File: config.mk
export PLATFORM = sky130hd
export DESIGN_NAME = i2c_resp_target
export DESIGN_NICKNAME = d
export VERILOG_FILES = /design/src/rtl/i2c_resp_target.sv
export SDC_FILE = /design/constraint.sdc
export NUM_CORES = 1
export LEC_CHECK = 0
export CAP_MARGIN = 15
export CORE_ASPECT_RATIO = 1.75
export CORE_MARGIN = 2
export CORE_UTILIZATION = 50
export DETAILED_ROUTE_END_ITERATION = 16
export GPL_TIMING_DRIVEN = 0
export PLACE_DENSITY = 0.74
export SLEW_MARGIN = 20
export SYNTH_ARGS = -nofsm -noshare
export SYNTH_HDL_FRONTEND = slang
export SYNTH_SLANG_ARGS = --single-unit
File: constraint.sdc
create_clock -name clk -period 3.7 [get_ports clk]
set_clock_uncertainty 0.2 [all_clocks]
set_input_delay 1.11 -clock clk [delete_from_list [all_inputs] [get_ports clk]]
set_output_delay 1.11 -clock clk [all_outputs]
set_load 0.01 [all_outputs]
File: src/rtl/i2c_resp_target.sv
// i2c_resp_target: I2C target responder. Oversamples SCL/SDA on clk, detects
// START/STOP, matches a 7-bit address, ACKs every written byte and shifts out
// host-supplied read bytes. Optional macro I2C_RESP_GLITCH_FILTER_EN inserts a
// 3-sample majority filter after each synchronizer (+2 clk detection latency).
module i2c_resp_target #(
  parameter int unsigned               I2C_ADDR_WIDTH = 7,
  parameter int unsigned               I2C_DATA_WIDTH = 8,
  parameter logic [I2C_ADDR_WIDTH-1:0] TARGET_ADDR    = 7'h22
) (
  input  logic                      clk,
  input  logic                      rst,
  input  logic                      scl_i,
  input  logic                      sda_i,
  output logic                      sda_oe,
  output logic [I2C_DATA_WIDTH-1:0] wr_data,
  output logic                      wr_valid,
  output logic                      rd_req,
  input  logic [I2C_DATA_WIDTH-1:0] rd_data,
  output logic                      busy,
  output logic                      start_det,
  output logic                      stop_det
);

  localparam int unsigned      CNT_W    = 3;
  localparam int unsigned      MSB      = I2C_DATA_WIDTH - 1;
  localparam logic [CNT_W-1:0] LAST_BIT = CNT_W'(I2C_DATA_WIDTH - 1);

  typedef enum logic [2:0] {
    S_IDLE, S_ADDR, S_ADDR_ACK, S_WR_BYTE, S_WR_ACK, S_RD_BYTE, S_RD_ACK, S_WAIT_STOP
  } state_t;

  logic [1:0] r_scl_sync;
  logic [1:0] r_sda_sync;
  logic       w_scl;
  logic       w_sda;
  logic       r_scl_d;
  logic       r_sda_d;
  logic       r_scl_rise;
  logic       r_scl_fall;
  logic       r_start;
  logic       r_stop;

  state_t                    r_state;
  state_t                    w_state_nxt;
  logic [I2C_DATA_WIDTH-1:0] r_shift;
  logic [I2C_DATA_WIDTH-1:0] w_shift_nxt;
  logic [I2C_DATA_WIDTH-1:0] w_shift_in;
  logic [CNT_W-1:0]          r_bit_cnt;
  logic [CNT_W-1:0]          w_cnt_nxt;
  logic                      r_ack_phase;
  logic                      w_phase_nxt;
  logic                      r_sda_oe;
  logic                      w_oe_nxt;
  logic [I2C_DATA_WIDTH-1:0] r_wr_data;
  logic [I2C_DATA_WIDTH-1:0] w_wr_data_nxt;
  logic                      r_wr_valid;
  logic                      w_wr_valid_nxt;
  logic                      r_rd_req;
  logic                      w_rd_req_nxt;
  logic                      r_busy;
  logic                      w_busy_nxt;
  logic                      w_addr_match;

  // Two-flop synchronizers; idle bus level is high
  always_ff @(posedge clk or posedge rst) begin
    if (rst) begin
      r_scl_sync <= 2'b11;
      r_sda_sync <= 2'b11;
    end else begin
      r_scl_sync <= {r_scl_sync[0], scl_i};
      r_sda_sync <= {r_sda_sync[0], sda_i};
    end
  end

`ifdef I2C_RESP_GLITCH_FILTER_EN
  logic [2:0] r_scl_hist;
  logic [2:0] r_sda_hist;

  // Majority-of-three history rejects single-sample pulses
  always_ff @(posedge clk or posedge rst) begin
    if (rst) begin
      r_scl_hist <= 3'b111;
      r_sda_hist <= 3'b111;
    end else begin
      r_scl_hist <= {r_scl_hist[1:0], r_scl_sync[1]};
      r_sda_hist <= {r_sda_hist[1:0], r_sda_sync[1]};
    end
  end

  assign w_scl = (r_scl_hist[0] & r_scl_hist[1]) | (r_scl_hist[0] & r_scl_hist[2]) |
                 (r_scl_hist[1] & r_scl_hist[2]);
  assign w_sda = (r_sda_hist[0] & r_sda_hist[1]) | (r_sda_hist[0] & r_sda_hist[2]) |
                 (r_sda_hist[1] & r_sda_hist[2]);
`else
  assign w_scl = r_scl_sync[1];
  assign w_sda = r_sda_sync[1];
`endif

  // Edge register: registered one-cycle bus event pulses
  always_ff @(posedge clk or posedge rst) begin
    if (rst) begin
      r_scl_d    <= 1'b1;
      r_sda_d    <= 1'b1;
      r_scl_rise <= 1'b0;
      r_scl_fall <= 1'b0;
      r_start    <= 1'b0;
      r_stop     <= 1'b0;
    end else begin
      r_scl_d    <= w_scl;
      r_sda_d    <= w_sda;
      r_scl_rise <= w_scl & ~r_scl_d;
      r_scl_fall <= ~w_scl & r_scl_d;
      r_start    <= w_scl & r_scl_d & r_sda_d & ~w_sda;
      r_stop     <= w_scl & r_scl_d & ~r_sda_d & w_sda;
    end
  end

  // r_sda_d is the settled SDA level in the cycle a rise pulse is seen
  assign w_shift_in   = {r_shift[MSB-1:0], r_sda_d};
  assign w_addr_match = (w_shift_in[MSB -: I2C_ADDR_WIDTH] == TARGET_ADDR);

  // State register
  always_ff @(posedge clk or posedge rst) begin
    if (rst) r_state <= S_IDLE;
    else     r_state <= w_state_nxt;
  end

  // Next-state logic; STOP outranks START, both outrank SCL events
  always_comb begin
    w_state_nxt = r_state;
    if (r_stop) begin
      w_state_nxt = S_IDLE;
    end else if (r_start) begin
      w_state_nxt = S_ADDR;
    end else begin
      case (r_state)
        S_ADDR:
          if (r_scl_rise && r_bit_cnt == LAST_BIT)
            w_state_nxt = w_addr_match ? S_ADDR_ACK : S_WAIT_STOP;
        S_ADDR_ACK:
          if (r_scl_fall && r_ack_phase)
            w_state_nxt = r_shift[0] ? S_RD_BYTE : S_WR_BYTE;
        S_WR_BYTE:
          if (r_scl_rise && r_bit_cnt == LAST_BIT) w_state_nxt = S_WR_ACK;
        S_WR_ACK:
          if (r_scl_fall && r_ack_phase) w_state_nxt = S_WR_BYTE;
        S_RD_BYTE:
          if (r_scl_fall && r_bit_cnt == LAST_BIT) w_state_nxt = S_RD_ACK;
        S_RD_ACK:
          if (r_scl_rise && r_sda_d)               w_state_nxt = S_WAIT_STOP;
          else if (r_scl_fall && r_ack_phase)      w_state_nxt = S_RD_BYTE;
        default: ;
      endcase
    end
  end

  // Output/datapath next values
  always_comb begin
    w_shift_nxt    = r_shift;
    w_cnt_nxt      = r_bit_cnt;
    w_phase_nxt    = r_ack_phase;
    w_oe_nxt       = r_sda_oe;
    w_wr_data_nxt  = r_wr_data;
    w_wr_valid_nxt = 1'b0;
    w_rd_req_nxt   = 1'b0;
    w_busy_nxt     = r_busy;
    // Host byte is captured at the end of the rd_req cycle
    if (r_rd_req) begin
      w_shift_nxt = rd_data;
      w_oe_nxt    = ~rd_data[MSB];
    end
    if (r_stop) begin
      w_oe_nxt    = 1'b0;
      w_busy_nxt  = 1'b0;
      w_cnt_nxt   = '0;
      w_phase_nxt = 1'b0;
    end else if (r_start) begin
      w_oe_nxt    = 1'b0;
      w_cnt_nxt   = '0;
      w_phase_nxt = 1'b0;
    end else begin
      case (r_state)
        S_ADDR:
          if (r_scl_rise) begin
            w_shift_nxt = w_shift_in;
            w_cnt_nxt   = r_bit_cnt + CNT_W'(1);
            if (r_bit_cnt == LAST_BIT) w_busy_nxt = w_addr_match;
          end
        S_ADDR_ACK:
          if (r_scl_fall) begin
            if (!r_ack_phase) begin
              w_oe_nxt    = 1'b1;
              w_phase_nxt = 1'b1;
            end else begin
              w_oe_nxt     = 1'b0;
              w_phase_nxt  = 1'b0;
              w_rd_req_nxt = r_shift[0];
              w_cnt_nxt    = '0;
            end
          end
        S_WR_BYTE:
          if (r_scl_rise) begin
            w_shift_nxt = w_shift_in;
            w_cnt_nxt   = r_bit_cnt + CNT_W'(1);
          end
        S_WR_ACK:
          if (r_scl_fall) begin
            if (!r_ack_phase) begin
              w_wr_data_nxt  = r_shift;
              w_wr_valid_nxt = 1'b1;
              w_oe_nxt       = 1'b1;
              w_phase_nxt    = 1'b1;
            end else begin
              w_oe_nxt    = 1'b0;
              w_phase_nxt = 1'b0;
            end
          end
        S_RD_BYTE:
          if (r_scl_fall) begin
            w_cnt_nxt = r_bit_cnt + CNT_W'(1);
            if (r_bit_cnt == LAST_BIT) begin
              w_oe_nxt = 1'b0;
            end else begin
              w_shift_nxt = {r_shift[MSB-1:0], 1'b0};
              w_oe_nxt    = ~r_shift[MSB-1];
            end
          end
        S_RD_ACK:
          if (r_scl_rise && !r_sda_d) begin
            w_phase_nxt = 1'b1;
          end else if (r_scl_fall && r_ack_phase) begin
            w_phase_nxt  = 1'b0;
            w_rd_req_nxt = 1'b1;
            w_cnt_nxt    = '0;
          end
        default: ;
      endcase
    end
  end

  // Datapath and output registers
  always_ff @(posedge clk or posedge rst) begin
    if (rst) begin
      r_shift     <= '0;
      r_bit_cnt   <= '0;
      r_ack_phase <= 1'b0;
      r_sda_oe    <= 1'b0;
      r_wr_data   <= '0;
      r_wr_valid  <= 1'b0;
      r_rd_req    <= 1'b0;
      r_busy      <= 1'b0;
    end else begin
      r_shift     <= w_shift_nxt;
      r_bit_cnt   <= w_cnt_nxt;
      r_ack_phase <= w_phase_nxt;
      r_sda_oe    <= w_oe_nxt;
      r_wr_data   <= w_wr_data_nxt;
      r_wr_valid  <= w_wr_valid_nxt;
      r_rd_req    <= w_rd_req_nxt;
      r_busy      <= w_busy_nxt;
    end
  end

  // First read bit follows rd_data while rd_req is high, then comes from the register
  assign sda_oe    = r_rd_req ? ~rd_data[MSB] : r_sda_oe;
  assign wr_data   = r_wr_data;
  assign wr_valid  = r_wr_valid;
  assign rd_req    = r_rd_req;
  assign busy      = r_busy;
  assign start_det = r_start;
  assign stop_det  = r_stop;

endmodule

==> flow_summary_export.csv <==
group,metric,value,unit
run,max_cap_violations,0,
setup_path,reg2reg_slack,1.54,ns
setup_path,path_class,"input port to output port",
power_and_ir_drop,power.density,697,nW/um^2
synthesis,synth_cell_type_count,42,
min_path,hold_class,"register to register",
global_routing,antenna_found_initial,0,
global_routing,grt_overflow,0,
synthesis,ys_seq_area_frac,0.508,
setup_path,path_buf_inv,3,
clocking,cts_setup_buffers,0,
layout,ff_latch_area,933,sq um
timing,tightest_slew,0.764,ns
timing,period_needed,3.59,ns
power_and_ir_drop,p_switching,0.540,mW
power_and_ir_drop,p_int,1.04,mW
synthesis,syn_area,1840,sq um
layout,fin_nets,214,
drt,vias_per_cell,5.91,
global_routing,grt_usage,0.213,
synthesis,ys_ff_latch,37,
setup_path,worst-path-max-fanout,2,
power_and_ir_drop,p_clk_frac,0.224,
clocking,cts_root_buffer,"clkbuf_8",
layout,area_growth_syn_to_layout,23.3,%
timing,max_freq,279,MHz
status,run_status,"completed",
setup_path,crit_arrival,2.28,ns
floorplan,start_util,0.517,
power_and_ir_drop,peakVddDrop,0.000489,V
setup_path,slowest_stage,"clkdlybuf4s50_1",
power_and_ir_drop,swShare,0.342,
synthesis,synth_edf_count,0,
floorplan,dieArea,4190,sq um
timing,slew_headroom,0.490,
place,place.gp.congestion,0.933,
layout,multiInputGateArea,827,sq um
drt,vias,1455,
clocking,cts_buffer_depth,2,
clocking,path_clk_slew,0.07,ns
setup_path,critPathLaunchType,"input port",
drt,drtIter0Drc,66,
synthesis,synthTopCellsByArea,"dfrtp_1 (42%), dfstp_2 (8.6%), mux2_4 (6.5%)",
synthesis,async_flop_share,1.00,
setup_path,crit_path_frequent_cell,"clkdlybuf4s50_1",
clocking,cts_max_level,2,
floorplan,num_io_pins,26,
setup_path,required,2.39,ns
floorplan,core,3560,sq um
drt,drtPass1Iterations,6,
layout,antenna_cells,0,
setup_path,slowest_delay,0.53,ns
timing,hold_viol_final,0,
timing,setup_tns,0,ns
synthesis,syn_nets,182,
layout,drive_gt1_frac,0.175,
floorplan,num_rows,29,
floorplan,dieWidth,49.8,microns
setup_path,path_cells,"clkdlybuf4s50_1 -> nand2_1 -> o21ai_2 -> inv_1 -> clkdlybuf4s50_1",
place,port_buffers,25,
timing,finalSetupViolCount,0,
floorplan,die_y,84.2,microns
timing,fin_crit_sh,0.970,
synthesis,post-synth-top-area-cell,"dfrtp_1",
synthesis,synth_top_area_frac,0.422,
layout,layout_commonest_cell,"dfrtp_1",
global_routing,grt_max_degree,38,
global_routing,grt_pass1_vias,1445,
layout,final_cell_mix,"dfrtp_1 (31), clkdlybuf4s50_1 (25), nor2_1 (12), nand2_1 (11), a21oi_1 (10)",
clocking,cts_tree,"done",
layout,layout.cells.non_filler,246,
timing,maxSlewViolCount,0,
synthesis,avgSynthCellArea,11.0,sq um
setup_path,critical_path.top_delay_family,"buffers and inverters",
power_and_ir_drop,pwr-share-seq,0.393,
timing,hold_slack,0.163,ns
synthesis,yosysWarnings,0,
drt,routed_wl,4110,microns
layout,fillers,320,
synthesis,synth_top_flop_cell,"dfrtp_1",
timing,rsz0062_at_grt,"no",
clocking,insertion_delay,0.29,ns
setup_path,end_kind,"output port",
global_routing,grt_pass1_wl,6740,microns
clocking,cts_sinks,37,
drt,wl_per_cell,16.7,microns
power_and_ir_drop,cellLeakagePower,0.962,nW
drt,detail-route-antenna-nets,0,
place,dpl.hpwl,3040,microns
drt,drc,0,
power_and_ir_drop,comb_power_share,0.383,
clocking,cts_buffers,5,
place,dp_cells,238,
synthesis,synthCells,167,
[worst reg2reg max path: stages (launching register included)]
cell and delay (ns):
dfrtp_1 0.38, clkbuf_1 0.22, a311oi_1 0.32, a41oi_1 0.15
and3_1 0.31, a311oi_1 0.42
[cells by family after synthesis]
family / after synthesis / share of synthesized area
flops: 37 / 0.508
mux: 18 / 0.123
buf+inv: 16 / 0.0436
fa+ha+maj: 3 / 0.0204
simple gates: 52 / 0.157
compound gates: 41 / 0.148
[per-layer routing]
layer  vias up  share of wire  GRT usage
li1        679              -          -
met2        76           0.54      0.398
met4         0          0.050      0.131
met5         -              0          0
met3        17          0.056     0.0356
met1       683           0.35      0.209
[metrics by stage]
step	instance area [sq um]	setup WS, ns	total power [mW]	util
4_1_cts	2260	0.0496	1.58	0.636
6_report	2260	0.111	1.58	0.637
3_3_place_gp	2140	0.0553	1.19	0.603
3_5_place_dp	2140	0.0528	1.21	0.603
2_1_floorplan	1840	1.01	1.01	-
5_1_grt	2260	0.0289	1.67	0.637
[worst paths after layout]
check | startpoint | end | depth (start not counted)
worst max-delay path | rd_data[7] | sda_oe | 5
max in group asynchronous | rst | r_state[0] | 2
worst min-delay path | r_sda_sync[0] | r_sda_sync[1] | 0
worst max register to register | r_state[1] | r_state[0] | 5
worst min register to register | r_sda_sync[0] | r_sda_sync[1] | 0
min in group asynchronous | rst | r_shift[2] | 2
[cells in the mapped netlist (3+ instances only)]
| cell type | number |
|---|---|
| mux2_4 | 8 |
| and3_1 | 3 |
| nor2b_1 | 4 |
| buf_2 | 4 |
| nor3b_1 | 6 |
| a31oi_1 | 4 |
| mux2_2 | 4 |
| inv_1 | 5 |
| ha_1 | 3 |
| o21ai_0 | 9 |
| a311oi_1 | 3 |
| clkbuf_1 | 5 |
| nor2_1 | 12 |
| dfstp_2 | 6 |
| nand2_1 | 11 |
| a221oi_1 | 3 |
| dfrtp_1 | 31 |
| a21oi_1 | 10 |
| mux2i_1 | 6 |
[flip-flops by register name, summed over array words and instances, names as in the netlist]
name	flops
r_shift	8
wr_data	8
r_bit_cnt	3
r_state	3
r_scl_sync	2
r_sda_sync	2
busy	1
r_ack_phase	1
r_scl_d	1
r_scl_fall	1
r_scl_rise	1
r_sda_d	1
r_sda_oe	1
rd_req	1
start_det	1
stop_det	1
wr_valid	1
[power groups by stage]
| stage | combinational (mW) | clock (mW) | sequential, mW |
|---|---|---|---|
| after CTS | 0.595 | 0.361 | 0.621 |
| after global routing | 0.651 | 0.378 | 0.639 |
| after detailed placement | 0.586 | 0 | 0.628 |
| after global placement | 0.568 | 0 | 0.618 |
| final | 0.603 | 0.354 | 0.621 |
| after floorplan | 0.391 | 0 | 0.618 |
[timing repair]
action / 4_1_cts / 5_1_grt
setup endpoints to repair: 0 / 1
hold buffers: 0 / 0
resized for setup: 0 / 2
endpoints found under the hold margin: 0 / 0
[cell type report]
class | count | area share
Timing Repair Buffer | 25 | 0.110
Inverter | 5 | 0.00829
Buffer | 11 | 0.0271
Tap cell | 46 | 0.0254
Sequential cell | 37 | 0.412
Clock buffer | 7 | 0.0381
Multi-Input combinational cell | 114 | 0.365
Clock inverter | 1 | 0.0133
No activity file was read; power rests on OpenSTA's default activity.
